===== config.mk =====
export PLATFORM = sky130hd
export DESIGN_NAME = axil_slave_regfile
export DESIGN_NICKNAME = d
export VERILOG_FILES = /design/src/rtl/axil_slave_regfile.sv
export SDC_FILE = /design/constraint.sdc
export NUM_CORES = 2
export LEC_CHECK = 0
export BUFFER_PORTS_ARGS = -buffer_cell sky130_fd_sc_hd__clkbuf_2
export CORE_MARGIN = 2
export CORE_UTILIZATION = 28
export DETAILED_ROUTE_END_ITERATION = 16
export MAX_ROUTING_LAYER = met4
export REMOVE_ABC_BUFFERS = 1
export SLEW_MARGIN = 40
export SYNTH_ARGS = -nofsm -noshare
export SYNTH_HDL_FRONTEND = slang
export SYNTH_SLANG_ARGS = --single-unit

===== constraint.sdc =====
create_clock -name ACLK -period 3.8 [get_ports ACLK]
set_input_delay 0.95 -clock ACLK [delete_from_list [all_inputs] [get_ports ACLK]]
set_output_delay 0.95 -clock ACLK [all_outputs]
set_load 0.005 [all_outputs]

===== src/rtl/axil_slave_regfile.sv =====
// AXI4-Lite slave register file: DEPTH words of DATA_WIDTH bits with byte-strobed writes.
// Latency: BVALID two cycles after both AW and W have been accepted; RVALID one cycle after AR.
// Backpressure: AW and W are each held in one register, and their READY stays low until the commit. B and R hold until their handshake.
//
// Ports:
//   ACLK, ARESETN                       clock and synchronous active-low reset
//   AWADDR/AWVALID/AWREADY              write address channel
//   WDATA/WSTRB/WVALID/WREADY           write data channel with byte enables
//   BRESP/BVALID/BREADY                 write response channel
//   ARADDR/ARVALID/ARREADY              read address channel
//   RDATA/RRESP/RVALID/RREADY           read data channel
//
// Optional feature: define AXIL_SLVERR_RESP_EN to answer word indices >= DEPTH with SLVERR.
// When it is not defined, the word index wraps modulo DEPTH and every response is OKAY.
module axil_slave_regfile #(
    parameter int DATA_WIDTH = 32,
    parameter int ADDR_WIDTH = 8,
    parameter int DEPTH      = 32
) (
    input  logic                    ACLK,
    input  logic                    ARESETN,
    input  logic [ADDR_WIDTH-1:0]   AWADDR,
    input  logic                    AWVALID,
    output logic                    AWREADY,
    input  logic [DATA_WIDTH-1:0]   WDATA,
    input  logic [DATA_WIDTH/8-1:0] WSTRB,
    input  logic                    WVALID,
    output logic                    WREADY,
    output logic [1:0]              BRESP,
    output logic                    BVALID,
    input  logic                    BREADY,
    input  logic [ADDR_WIDTH-1:0]   ARADDR,
    input  logic                    ARVALID,
    output logic                    ARREADY,
    output logic [DATA_WIDTH-1:0]   RDATA,
    output logic [1:0]              RRESP,
    output logic                    RVALID,
    input  logic                    RREADY
);
    localparam int STRB_W = DATA_WIDTH / 8;
    localparam int LSB    = $clog2(STRB_W);
    localparam int IDX_W  = ADDR_WIDTH - LSB;
    localparam int MEM_AW = $clog2(DEPTH);

    localparam logic [1:0] RESP_OKAY   = 2'b00;
    localparam logic [1:0] RESP_SLVERR = 2'b10;

    typedef enum logic {
        R_IDLE = 1'b0,
        R_DATA = 1'b1
    } rstate_t;

    // Storage
    logic [DATA_WIDTH-1:0] r_mem [DEPTH];

    // Write side state
    logic                  r_awready;
    logic                  r_wready;
    logic                  r_aw_held;
    logic                  r_w_held;
    logic [IDX_W-1:0]      r_aw_idx;
    logic [DATA_WIDTH-1:0] r_wdata;
    logic [STRB_W-1:0]     r_wstrb;
    logic                  r_bvalid;
    logic [1:0]            r_bresp;

    // Read side state
    rstate_t               r_rstate;
    logic                  r_arready;
    logic                  r_rvalid;
    logic [DATA_WIDTH-1:0] r_rdata;
    logic [1:0]            r_rresp;

    logic [IDX_W-1:0]      w_aw_idx;
    logic [IDX_W-1:0]      w_ar_idx;
    logic                  w_aw_hs;
    logic                  w_w_hs;
    logic                  w_commit;
    logic                  w_wr_oor;
    logic                  w_rd_oor;
    logic                  w_unused;

    assign w_aw_idx = AWADDR[ADDR_WIDTH-1:LSB];
    assign w_ar_idx = ARADDR[ADDR_WIDTH-1:LSB];

    assign w_aw_hs  = AWVALID && r_awready;
    assign w_w_hs   = WVALID && r_wready;
    // A commit waits for any earlier response to be taken, so BRESP is never overwritten.
    assign w_commit = r_aw_held && r_w_held && !r_bvalid;

`ifdef AXIL_SLVERR_RESP_EN
    assign w_wr_oor = (32'(r_aw_idx) >= DEPTH);
    assign w_rd_oor = (32'(w_ar_idx) >= DEPTH);
`else
    // The low index bits select the word, so the address space aliases onto the memory.
    assign w_wr_oor = 1'b0;
    assign w_rd_oor = 1'b0;
`endif

    // The byte-offset bits and any index bits above the memory size are not used to select a word.
    assign w_unused = ^{AWADDR[LSB-1:0], ARADDR[LSB-1:0], r_aw_idx, w_ar_idx};

    // Write channels and memory update
    always_ff @(posedge ACLK) begin
        if (!ARESETN) begin
            r_awready <= 1'b0;
            r_wready  <= 1'b0;
            r_aw_held <= 1'b0;
            r_w_held  <= 1'b0;
            r_aw_idx  <= '0;
            r_wdata   <= '0;
            r_wstrb   <= '0;
            r_bvalid  <= 1'b0;
            r_bresp   <= RESP_OKAY;
            for (int i = 0; i < DEPTH; i++) begin
                r_mem[i] <= '0;
            end
        end else if (w_commit) begin
            // Both holding registers are full, so neither READY is high and no handshake can occur on this edge.
            r_aw_held <= 1'b0;
            r_w_held  <= 1'b0;
            r_awready <= 1'b1;
            r_wready  <= 1'b1;
            r_bvalid  <= 1'b1;
            r_bresp   <= w_wr_oor ? RESP_SLVERR : RESP_OKAY;
            if (!w_wr_oor) begin
                for (int b = 0; b < STRB_W; b++) begin
                    if (r_wstrb[b]) begin
                        r_mem[r_aw_idx[MEM_AW-1:0]][8*b +: 8] <= r_wdata[8*b +: 8];
                    end
                end
            end
        end else begin
            if (w_aw_hs) begin
                r_aw_idx  <= w_aw_idx;
                r_aw_held <= 1'b1;
                r_awready <= 1'b0;
            end else if (!r_aw_held) begin
                // AWREADY first rises here, in the cycle after reset is released.
                r_awready <= 1'b1;
            end

            if (w_w_hs) begin
                r_wdata  <= WDATA;
                r_wstrb  <= WSTRB;
                r_w_held <= 1'b1;
                r_wready <= 1'b0;
            end else if (!r_w_held) begin
                r_wready <= 1'b1;
            end

            if (r_bvalid && BREADY) begin
                r_bvalid <= 1'b0;
            end
        end
    end

    // Read channel FSM
    always_ff @(posedge ACLK) begin
        if (!ARESETN) begin
            r_rstate  <= R_IDLE;
            r_arready <= 1'b0;
            r_rvalid  <= 1'b0;
            r_rdata   <= '0;
            r_rresp   <= RESP_OKAY;
        end else begin
            case (r_rstate)
                R_IDLE: begin
                    if (r_arready && ARVALID) begin
                        r_rstate  <= R_DATA;
                        r_arready <= 1'b0;
                        r_rvalid  <= 1'b1;
                        // Nonblocking semantics give the pre-commit value when a write lands on the same edge.
                        r_rdata   <= w_rd_oor ? '0 : r_mem[w_ar_idx[MEM_AW-1:0]];
                        r_rresp   <= w_rd_oor ? RESP_SLVERR : RESP_OKAY;
                    end else begin
                        r_arready <= 1'b1;
                    end
                end
                R_DATA: begin
                    if (RREADY) begin
                        r_rstate  <= R_IDLE;
                        r_arready <= 1'b1;
                        r_rvalid  <= 1'b0;
                        r_rdata   <= '0;
                        r_rresp   <= RESP_OKAY;
                    end
                end
                default: begin
                    r_rstate  <= R_IDLE;
                    r_arready <= 1'b0;
                    r_rvalid  <= 1'b0;
                end
            endcase
        end
    end

    assign AWREADY = r_awready;
    assign WREADY  = r_wready;
    assign BVALID  = r_bvalid;
    assign BRESP   = r_bresp;
    assign ARREADY = r_arready;
    assign RVALID  = r_rvalid;
    assign RDATA   = r_rdata;
    assign RRESP   = r_rresp;

endmodule


==> results.cfg <==
[outcome]
status = finished, final reports clean

[drt]
via_per_inst = 4.89
vias = 30335
wl_um = 148000
avgRoutedWirePerCell_um = 23.8
drc = 0
ant_nets = 0
drt_iter0_drc = 3072
drtPass1Iterations = 6

[floorplan]
initial_utilization = 0.283
die_x_um = 429
io-pin-count = 100
dieHeight_um = 429
coreArea_sq_mm = 0.179
dieArea_sq_mm = 0.184
rows = 155

[grt]
grt_pass1_wl_um = 214000
grt_start_max_net_pins = 124
overflow = 0
antenna_found_initial = 5
grt.total_usage = 0.163
grt_pass1_vias = 30448

[timing]
fin_setup_tns_ns = 0
worst_slew_pin_slew_ns = 0.850
min_period_ns = 2.67
rsz0062_at_grt = false
holdWs_ns = 0.450
max_freq_ghz = 0.375
layout_setup_ws_ns = 1.13
setup_viol = 0
skew_ns = 0.0284
slew_violations = 0
post-route-period-util = 0.702
max-slew-margin-rel = 0.432
hold_violations = 0

[yosys]
synth_cells = 3615
syn_area_sq_mm = 0.0506
syn_area_per_cell_sq_um = 14.0
synth_ff_type = edfxtp_1
ys_ff_latch = 1105
synthArstFlopShare = 0
synth_cell_types = 34
synth_area_leaders = edfxtp_1 61%, and2_1 13%, mux4_2 7.1%
seq_area_frac_synth = 0.640
synth_top_area_cell = edfxtp_1
yosys.area.top_type_share = 0.608
ys_warn_count = 0
synth_edf_count = 1024

[setup_path]
path_class = reg -> reg
crit_path_top_delay_cell = o21ai_1
max_stage_delay_ns = 0.84
path_cells = nor2b_1 -> nand2_1 -> o21ai_1
required_ns = 4.13
cp.arrival_ns = 3.00
start_kind = register
end_kind = register
crit_fanout = 8

[pwr]
peakVddDrop_mv = 0.379
power_frac_seq = 0.525
switching_share = 0.231
power_uw = 26300
p_leak_uw = 0.0209
power_per_cell_area_mw_per_mm2 = 452
pwr-share-comb = 0.071
p_sw_uw = 6080
p_int_uw = 20300
clockPowerShare = 0.404

[cells_and_area]
fin_nets = 3820
final-instance-count-excl-fill = 6209
area_delta_synth_final_pct = 15.1
drive_gt1_frac = 0.181
n_fill_cell = 17373
multiInputGateArea_sq_mm = 0.0171
register_area_sq_mm = 0.0324
layout_commonest_cell = and2_1
diodes = 0
mostFrequentLayoutCells = 1066 x and2_1, 1024 x edfxtp_1, 202 x buf_4

[clocking]
clk_latency_ns = 0.72
cts_sinks = 1105
cts_repair_resize_count = 0
post-cts-setup-buffers = 0
path_clk_slew_ns = 0.07
root_buffer = clkbuf_16
cts_buffer_depth = 3
cts_hold_buf = 0
cts_buffers = 110
cts_tree = done
htreeDepth = 3

[placed_design]
port_buffers = 89
dp_hpwl_um = 99900
gp_congestion = 0.852
pre_cts_ws_ns = 0.438
dp.cells = 6003

[flow_run]
max_cap_viol_count = 0

[hold_path]
hold_class = in -> reg
## cell families after synthesis
logic type,share of synthesized area
other cells,0.0000741
buf+inv,0.0242
mux,0.116
flops,0.640
compound gates,0.0538
simple gates,0.166
## power groups by stage
stage	Clock, uW	Combinational (uW)	Sequential (uW)
global route	11200	1990	13900
global placement	0	1870	14100
detailed placement	0	1890	14100
CTS	10800	1890	13800
finish	10600	1880	13800
floorplan	0	822	14100
## final cells by class
type,instances,area share
timing repair buffer,307,0.0402
clock inverter,68,0.00853
sequential,1105,0.556
clock buffer,137,0.0512
inverter,5,0.000365
multi-input combinational,2232,0.293
tap,2355,0.0506
## registers in the layout, summed over array words and instances (netlist names)
signal     count
r_wstrb        4
r_aw_idx       5
RVALID         1
RDATA         32
r_wdata       32
ARREADY        1
WREADY         1
r_w_held       1
BVALID         1
r_mem       1024
AWREADY        1
r_rstate       1
r_aw_held      1
## metal layers
| layer | up-vias | global-route usage | share of wire | routed length (um) |
|---|---|---|---|---|
| met4 | 0 | 0.0699 | 0.046 | 6730 |
| li1 | 13646 | - | - | - |
| met1 | 15443 | 0.197 | 0.40 | 58900 |
| met3 | 223 | 0.0214 | 0.057 | 8350 |
| met2 | 1023 | 0.271 | 0.50 | 73700 |
| met5 | - | - | 0 | 0 |
## through the flow
step / utilization / area, sq um
finish: 0.325 / 58200
global route: 0.325 / 58200
CTS: 0.325 / 58200
detailed placement: 0.306 / 54700
global placement: 0.306 / 54700
floorplan: - / 49400
## critical path, delay by kind of cell, from the launching register on
kind | cells | cell delay [ns]
DFF | 1 | 0.38
AOI/OAI and AO/OA | 1 | 0.84
and+or+nand+nor | 2 | 1.05
## path summary, 6_finish.rpt
check	startpoint	end	slack, ns	depth (start not counted)
hold / removal	WDATA[12]	r_wdata[12]$_SDFFE_PN0P_	0.45	3
hold reg to reg	r_wdata[3]$_SDFFE_PN0P_	r_wdata[3]$_SDFFE_PN0P_	0.46	2
setup / recovery	r_aw_idx[2]$_SDFFE_PN0P_	r_mem[5][30]$_SDFFCE_PN0P_	1.13	3
setup reg to reg	r_aw_idx[2]$_SDFFE_PN0P_	r_mem[5][30]$_SDFFCE_PN0P_	1.13	3
## Yosys cell counts (all sizes together) (5+ instances only)
library cell and count:
a2111oi 64, a211oi 33, a21oi 46, a22oi 64, and2 1070, and3 54
and3b 5, buf 67, clkbuf 209, dfxtp 81, edfxtp 1024, inv 5
mux2 32, mux2i 192, mux4 160, nand2 118, nor2 138, nor4 32
o21ai 168, o221ai 32
No activity file was read; power rests on OpenSTA's default activity.
